<file path="src/rtl/mem_stage_lsu_ctrl.sv">
// RV32 memory-stage load/store controller: decode, lane steering, load extension, wait timeout.
// Optional MISALIGN_SPLIT_EN splits word-crossing accesses into two beats instead of flagging them.
module mem_stage_lsu_ctrl #(
    parameter int unsigned ADDR_W   = 32,
    parameter int unsigned MAX_WAIT = 15
) (
    input  logic              clk,
    input  logic              rst,
    input  logic              valid_in,
    input  logic [31:0]       inst,
    input  logic [ADDR_W-1:0] addr,
    input  logic [31:0]       wdata_in,
    output logic              stall_out,
    output logic              done,
    output logic [2:0]        whb,
    output logic [31:0]       rdata_out,
    output logic              misalign,
    output logic              bus_err,
    output logic              mem_req,
    output logic              mem_we,
    output logic [ADDR_W-1:0] mem_addr,
    output logic [3:0]        mem_be,
    output logic [31:0]       mem_wdata,
    input  logic              mem_ready,
    input  logic [31:0]       mem_rdata
);

    localparam int unsigned CntW = (MAX_WAIT < 2) ? 1 : $clog2(MAX_WAIT + 1);

    typedef enum logic [2:0] {StIdle, StReq, StReqLo, StReqHi, StResp, StErr} state_e;

    state_e            state_q, state_d;
    logic [CntW-1:0]   cnt_q, cnt_d;
    logic              store_q;
    logic [2:0]        whb_q;
    logic [1:0]        off_q;
    logic [ADDR_W-1:0] base_q;
    logic [7:0]        be64_q;
    logic [63:0]       wd64_q;
    logic [31:0]       lo_q, hi_q;
    logic              mis_q;

    logic        is_load, is_store, is_mem, accept;
    logic [2:0]  dec_whb;
    logic [3:0]  mask;
    logic [7:0]  be64;
    logic [63:0] wd64;
    logic        mis_next, split_next;
    logic [31:0] rd32;
    logic        unused_inst;

    assign unused_inst = ^{inst[31:15], inst[11:7]};

    always_comb begin
        is_load  = 1'b0;
        is_store = 1'b0;
        dec_whb  = 3'd0;
        if (inst[6:0] == 7'b0000011) begin
            case (inst[14:12])
                3'b000:  begin is_load = 1'b1; dec_whb = 3'd0; end
                3'b001:  begin is_load = 1'b1; dec_whb = 3'd1; end
                3'b010:  begin is_load = 1'b1; dec_whb = 3'd2; end
                3'b100:  begin is_load = 1'b1; dec_whb = 3'd3; end
                3'b101:  begin is_load = 1'b1; dec_whb = 3'd4; end
                default: ;
            endcase
        end else if (inst[6:0] == 7'b0100011) begin
            case (inst[14:12])
                3'b000:  begin is_store = 1'b1; dec_whb = 3'd0; end
                3'b001:  begin is_store = 1'b1; dec_whb = 3'd1; end
                3'b010:  begin is_store = 1'b1; dec_whb = 3'd2; end
                default: ;
            endcase
        end
    end

    assign is_mem = is_load | is_store;
    assign accept = (state_q == StIdle) & valid_in & is_mem;

    always_comb begin
        case (dec_whb)
            3'd1, 3'd4: mask = 4'b0011;
            3'd2:       mask = 4'b1111;
            default:    mask = 4'b0001;
        endcase
    end

    assign be64 = {4'b0000, mask} << addr[1:0];
    assign wd64 = {32'h0, wdata_in} << {addr[1:0], 3'b000};

`ifdef MISALIGN_SPLIT_EN
    // Any byte landing in the upper word means the access straddles two words.
    assign split_next = |be64[7:4];
    assign mis_next   = 1'b0;
`else
    assign split_next = 1'b0;
    assign mis_next   = ((mask == 4'b0011) && addr[0]) ||
                        ((mask == 4'b1111) && (addr[1:0] != 2'b00));
`endif

    assign rd32 = 32'({hi_q, lo_q} >> {off_q, 3'b000});

    always_comb begin
        state_d   = state_q;
        cnt_d     = cnt_q;
        stall_out = 1'b0;
        done      = 1'b0;
        misalign  = 1'b0;
        bus_err   = 1'b0;
        mem_req   = 1'b0;
        mem_addr  = '0;
        mem_be    = 4'b0000;
        mem_wdata = 32'h0;
        rdata_out = 32'h0;
        case (state_q)
            StIdle: begin
                if (valid_in && is_mem && !rst) begin
                    stall_out = 1'b1;
                    if (mis_next)        state_d = StResp;
                    else if (split_next) state_d = StReqLo;
                    else                 state_d = StReq;
                end
            end
            StReq, StReqLo, StReqHi: begin
                stall_out = 1'b1;
                mem_req   = 1'b1;
                if (state_q == StReqHi) begin
                    mem_addr  = base_q + ADDR_W'(4);
                    mem_be    = be64_q[7:4];
                    mem_wdata = wd64_q[63:32];
                end else begin
                    mem_addr  = base_q;
                    mem_be    = be64_q[3:0];
                    mem_wdata = wd64_q[31:0];
                end
                if (mem_ready) begin
                    cnt_d   = '0;
                    state_d = (state_q == StReqLo) ? StReqHi : StResp;
                end else if (cnt_q == CntW'(MAX_WAIT - 1)) begin
                    cnt_d   = '0;
                    state_d = StErr;
                end else begin
                    cnt_d = cnt_q + 1'b1;
                end
            end
            StResp: begin
                done     = 1'b1;
                misalign = mis_q;
                if (!store_q && !mis_q) begin
                    case (whb_q)
                        3'd0:    rdata_out = {{24{rd32[7]}}, rd32[7:0]};
                        3'd1:    rdata_out = {{16{rd32[15]}}, rd32[15:0]};
                        3'd2:    rdata_out = rd32;
                        3'd3:    rdata_out = {24'h0, rd32[7:0]};
                        3'd4:    rdata_out = {16'h0, rd32[15:0]};
                        default: rdata_out = 32'h0;
                    endcase
                end
                state_d = StIdle;
            end
            StErr: begin
                done    = 1'b1;
                bus_err = 1'b1;
                state_d = StIdle;
            end
            default: state_d = StIdle;
        endcase
    end

    assign mem_we = mem_req & store_q;
    assign whb    = whb_q;

    always_ff @(posedge clk) begin
        if (rst) begin
            state_q <= StIdle;
            cnt_q   <= '0;
            store_q <= 1'b0;
            whb_q   <= 3'd0;
            off_q   <= 2'd0;
            base_q  <= '0;
            be64_q  <= 8'h0;
            wd64_q  <= 64'h0;
            lo_q    <= 32'h0;
            hi_q    <= 32'h0;
            mis_q   <= 1'b0;
        end else begin
            state_q <= state_d;
            cnt_q   <= cnt_d;
            if (accept) begin
                store_q <= is_store;
                whb_q   <= dec_whb;
                off_q   <= addr[1:0];
                base_q  <= {addr[ADDR_W-1:2], 2'b00};
                be64_q  <= be64;
                wd64_q  <= wd64;
                lo_q    <= 32'h0;
                hi_q    <= 32'h0;
                mis_q   <= mis_next;
            end
            if (mem_req && mem_ready) begin
                if (state_q == StReqHi) hi_q <= mem_rdata;
                else                    lo_q <= mem_rdata;
            end
        end
    end

endmodule
</file>
<file path="config.mk">
export PLATFORM = sky130hd
export DESIGN_NAME = mem_stage_lsu_ctrl
export DESIGN_NICKNAME = d
export VERILOG_FILES = /design/src/rtl/mem_stage_lsu_ctrl.sv
export SDC_FILE = /design/constraint.sdc
export NUM_CORES = 1
export LEC_CHECK = 0
export ABC_CLOCK_PERIOD_IN_PS = 2100
export CAP_MARGIN = 10
export CORE_MARGIN = 4
export CORE_UTILIZATION = 30
export CTS_CLUSTER_DIAMETER = 100
export DETAILED_ROUTE_END_ITERATION = 12
export GPL_TIMING_DRIVEN = 1
export PLACE_DENSITY = 0.55
export SLEW_MARGIN = 20
export SYNTH_ARGS = -nofsm -noshare
export SYNTH_HDL_FRONTEND = slang
export SYNTH_SLANG_ARGS = --single-unit
</file>
<file path="constraint.sdc">
create_clock -name clk -period 2.1 [get_ports clk]
set_input_delay 0.42 -clock clk [delete_from_list [all_inputs] [get_ports clk]]
set_output_delay 0.42 -clock clk [all_outputs]
set_load 0.02 [all_outputs]
</file>
==> results.py <==
metrics = {
    "placement": {
        "port_buffers": 216,
        "gp_congestion": 0.8777,
        "dp_hpwl_mm": 26.74,
    },
    "worst_hold_path": {
        "holdPathEnd": "wd64_q[30]",
        "min_from": "wd64_q[30]",
        "hp-class": "flip-flop to flip-flop",
        "min_path_cells": 2,
    },
    "status": {
        "outcome": "finished, violations left",
        "violations": "negative setup slack",
    },
    "run": {
        "cap_violations": 0,
    },
    "clocking": {
        "clock_path_buffers": 2,
        "clock_latency_ns": 0.44,
        "cts_tree": "yes",
        "clock_sinks": 163,
        "htree_num_levels": 4,
        "path_clk_slew_ns": 0.07,
        "cts_root_buffer": "clkbuf_16",
        "numCtsBuffers": 17,
    },
    "floorplanning": {
        "die_x_um": 187.6,
        "io-pin-count": 241,
        "start_util": 0.3050,
        "coreArea_um2": 31720,
        "die-area_um2": 35190,
        "dieHeight_um": 187.6,
        "rows": 65,
    },
    "timing": {
        "slew_headroom": 0.4076,
        "fin_crit_sh": 1.262,
        "fin_crit_ns": 2.651,
        "setup_viol": 116,
        "finalHoldViolCount": 0,
        "final.setup.tns_ns": -31.69,
        "tightestPinTransition_ns": 0.8886,
        "finalClockSkew_ns": 0.01586,
        "rsz0062_at_grt": "true",
        "fmax_ghz": 0.3772,
        "final-max-slew-violation-count": 0,
        "layout_setup_ws_ns": -0.5511,
    },
    "pwr": {
        "p_leak_nw": 6.019,
        "power_density_nw_per_um2": 408.7,
        "ir_worst_vdd_mv": 0.4948,
        "finalPower_mw": 6.874,
    },
    "drt": {
        "drt-met1-wl_mm": 18.46,
        "drt_iter0_markers": 962,
        "dr.pass1.iters": 5,
        "met3_length_mm": 2.627,
        "wl_per_cell_um": 21.53,
        "wl_met2_mm": 20.97,
        "top_layer": "met5",
        "drc": 0,
        "routed_wl_mm": 43.35,
        "routed_via_density": 5.745,
        "ant_nets": 0,
        "num_vias": 11560,
    },
    "synth": {
        "synthFlopType": "dfxtp_1",
        "synth_top_area_frac": 0.3373,
        "synth-seq-cells": 163,
        "synthTopCellsByArea": "dfxtp_1 34%, a21oi_1 11%, mux4_2 7.4%",
        "synth_largest_area_cell": "dfxtp_1",
        "avgSynthCellArea_um2": 7.898,
        "ys_types": 63,
        "syn-cell-area_um2": 9676,
        "synth_edf_count": 0,
        "yosys_warnings": 0,
        "seq_area_frac_synth": 0.3373,
        "syn_inst": 1225,
        "synthArstFlopShare": 0,
    },
    "grt": {
        "grt_first_pass_wirelength_mm": 63.19,
        "grt_pass1_vias": 10910,
        "grt_usage": 0.2221,
        "antenna_found_initial": 1,
        "grt_start_max_net_pins": 166,
        "grt-ovfl-total": 0,
    },
    "cells_and_area": {
        "layout-drive-gt1-share": 0.4215,
        "final_common_cell": "buf_4",
        "fin_nets": 1733,
        "area_growth_pct": 73.85,
        "nFillCells": 2847,
        "diodes": 0,
        "layout_common_cells": "178 x buf_4, 163 x a21oi_1, 143 x dfxtp_1, 124 x buf_6, 106 x nand2_1",
    },
    "setup_path": {
        "cpPeakStageDelay_ns": 0.62,
        "worstPathCellList": "nand2_4 -> or4_4 -> buf_6 -> or3_4 -> a21oi_4 -> buf_6",
        "slowest_stage": "or4_4",
        "cpMostUsedCell": "buf_6",
        "worstSetupStartpointType": "flip-flop",
        "r2r_slack_ns": -0.04,
        "r2r-end": "wd64_q[41]",
        "cp_data_arrival_time_ns": 2.23,
        "end_kind": "output pin",
        "required_ns": 1.68,
        "reg2regPathDepth": 10,
        "critPathKind": "flip-flop to output pin",
        "rr_startpoint": "state_q[0]",
        "crit_fanout": 6,
    },
}
where the power goes:
| part | total (mW) | leakage, nW | switching [mW] | internal (mW) |
|---|---|---|---|---|
| clock | 3.15 | 0.279 | 1.48 | 1.67 |
| sequential | 3.09 | 1.32 | 0.00421 | 3.09 |
| combinational | 0.630 | 4.42 | 0.318 | 0.312 |
| total | 6.87 | 6.02 | 1.80 | 5.07 |
cells by family (layout without fill, tap and decap cells):
kind of cell,count (synthesis),after routing,synth area share
AOI/OAI and AO/OA,447,447,0.2691
and+or+nand+nor,383,389,0.2042
DFF,163,163,0.3373
buffers and inverters,150,529,0.06401
muxes,69,69,0.1130
xor gates and xnor gates,9,9,0.008146
adders and majority gates,3,3,0.003880
other,1,2,0.0003876
cell type report:
class / count / area [um^2] / share of cell area
inverters: 13 / 53.80 / 0.003198
clock buffers: 18 / 429.2 / 0.02551
clock inverters: 14 / 141.4 / 0.008405
well taps: 402 / 503.0 / 0.02990
multi-input cells: 919 / 7101 / 0.4221
repair buffers: 484 / 5290 / 0.3145
flip-flops and latches: 163 / 3303 / 0.1964
cell usage after synthesis (all sizes together) (9+ instances only):
master / count
dfxtp: 163
and3: 15
nor2: 72
o31ai: 12
buf: 38
or4: 28
a211oi: 17
nor2b: 9
clkbuf: 99
inv: 12
nand2: 115
mux2i: 35
o211ai: 57
a22oi: 28
nand3: 51
and2: 9
o21ai: 90
nand4: 41
a21oi: 219
mux4: 32
registers in the layout (all words and copies together) (netlist names), 2 cells and up:
| name | count |
|---|---|
| off_q | 2 |
| lo_q | 32 |
| base_q | 30 |
| cnt_q | 4 |
| hi_q | 24 |
| whb | 3 |
| be64_q | 7 |
| wd64_q | 56 |
| state_q | 3 |
worst max path at each step:
| stage | startpoint | endpoint | slack [ns] | cells past startpoint |
|---|---|---|---|---|
| 2_1_floorplan | state_q[2] | mem_addr[12] | -0.12 | 6 |
| 3_3_place_gp | state_q[0] | mem_addr[13] | -0.69 | 6 |
| 3_5_place_dp | state_q[0] | mem_addr[13] | -0.71 | 6 |
| 4_1_cts | base_q[12] | mem_addr[30] | -0.57 | 6 |
| 5_1_grt | state_q[2] | mem_addr[30] | -0.61 | 7 |
| 6_report | base_q[2] | mem_addr[13] | -0.55 | 6 |
repair_timing:
item | 4_1_cts | 5_1_grt
gates resized for setup | 782 | 218
hold buffers | 0 | 0
cloned | 12 | 17
buffers inserted | 56 | 29
setup endpoints to repair | 230 | 177
pin swaps | 53 | 83
routing by layer:
metal | up-vias | GRT usage
li1 | 5342 | -
met4 | 2 | 0.05788
met5 | - | 0
met3 | 85 | 0.03537
met1 | 5672 | 0.2994
met2 | 463 | 0.3723
stage by stage:
step / utilization / std cells / worst slack, ns / instance area (um^2) / hold WS [ns]
floorplan: - / 1226 / -0.1181 / 9877 / 0.4451
global placement: 0.4284 / 1882 / -0.6919 / 13590 / 0.4565
detailed placement: 0.4284 / 1882 / -0.7104 / 13590 / 0.4640
CTS: 0.4944 / 1981 / -0.5684 / 15680 / 0.4837
global route: 0.5303 / 2013 / -0.6137 / 16820 / 0.4934
finish: 0.5303 / 2013 / -0.5511 / 16820 / 0.4788
worst max-delay path: cells and delay by family (launching register included):
family	cells	cell delay, ns
AND/OR/NAND/NOR	3	1.00
flip-flops	1	0.39
buffers and inverters	2	0.29
AO/OA/AOI/OAI	1	0.13
Note: power is estimated with default switching activity, not from simulation.
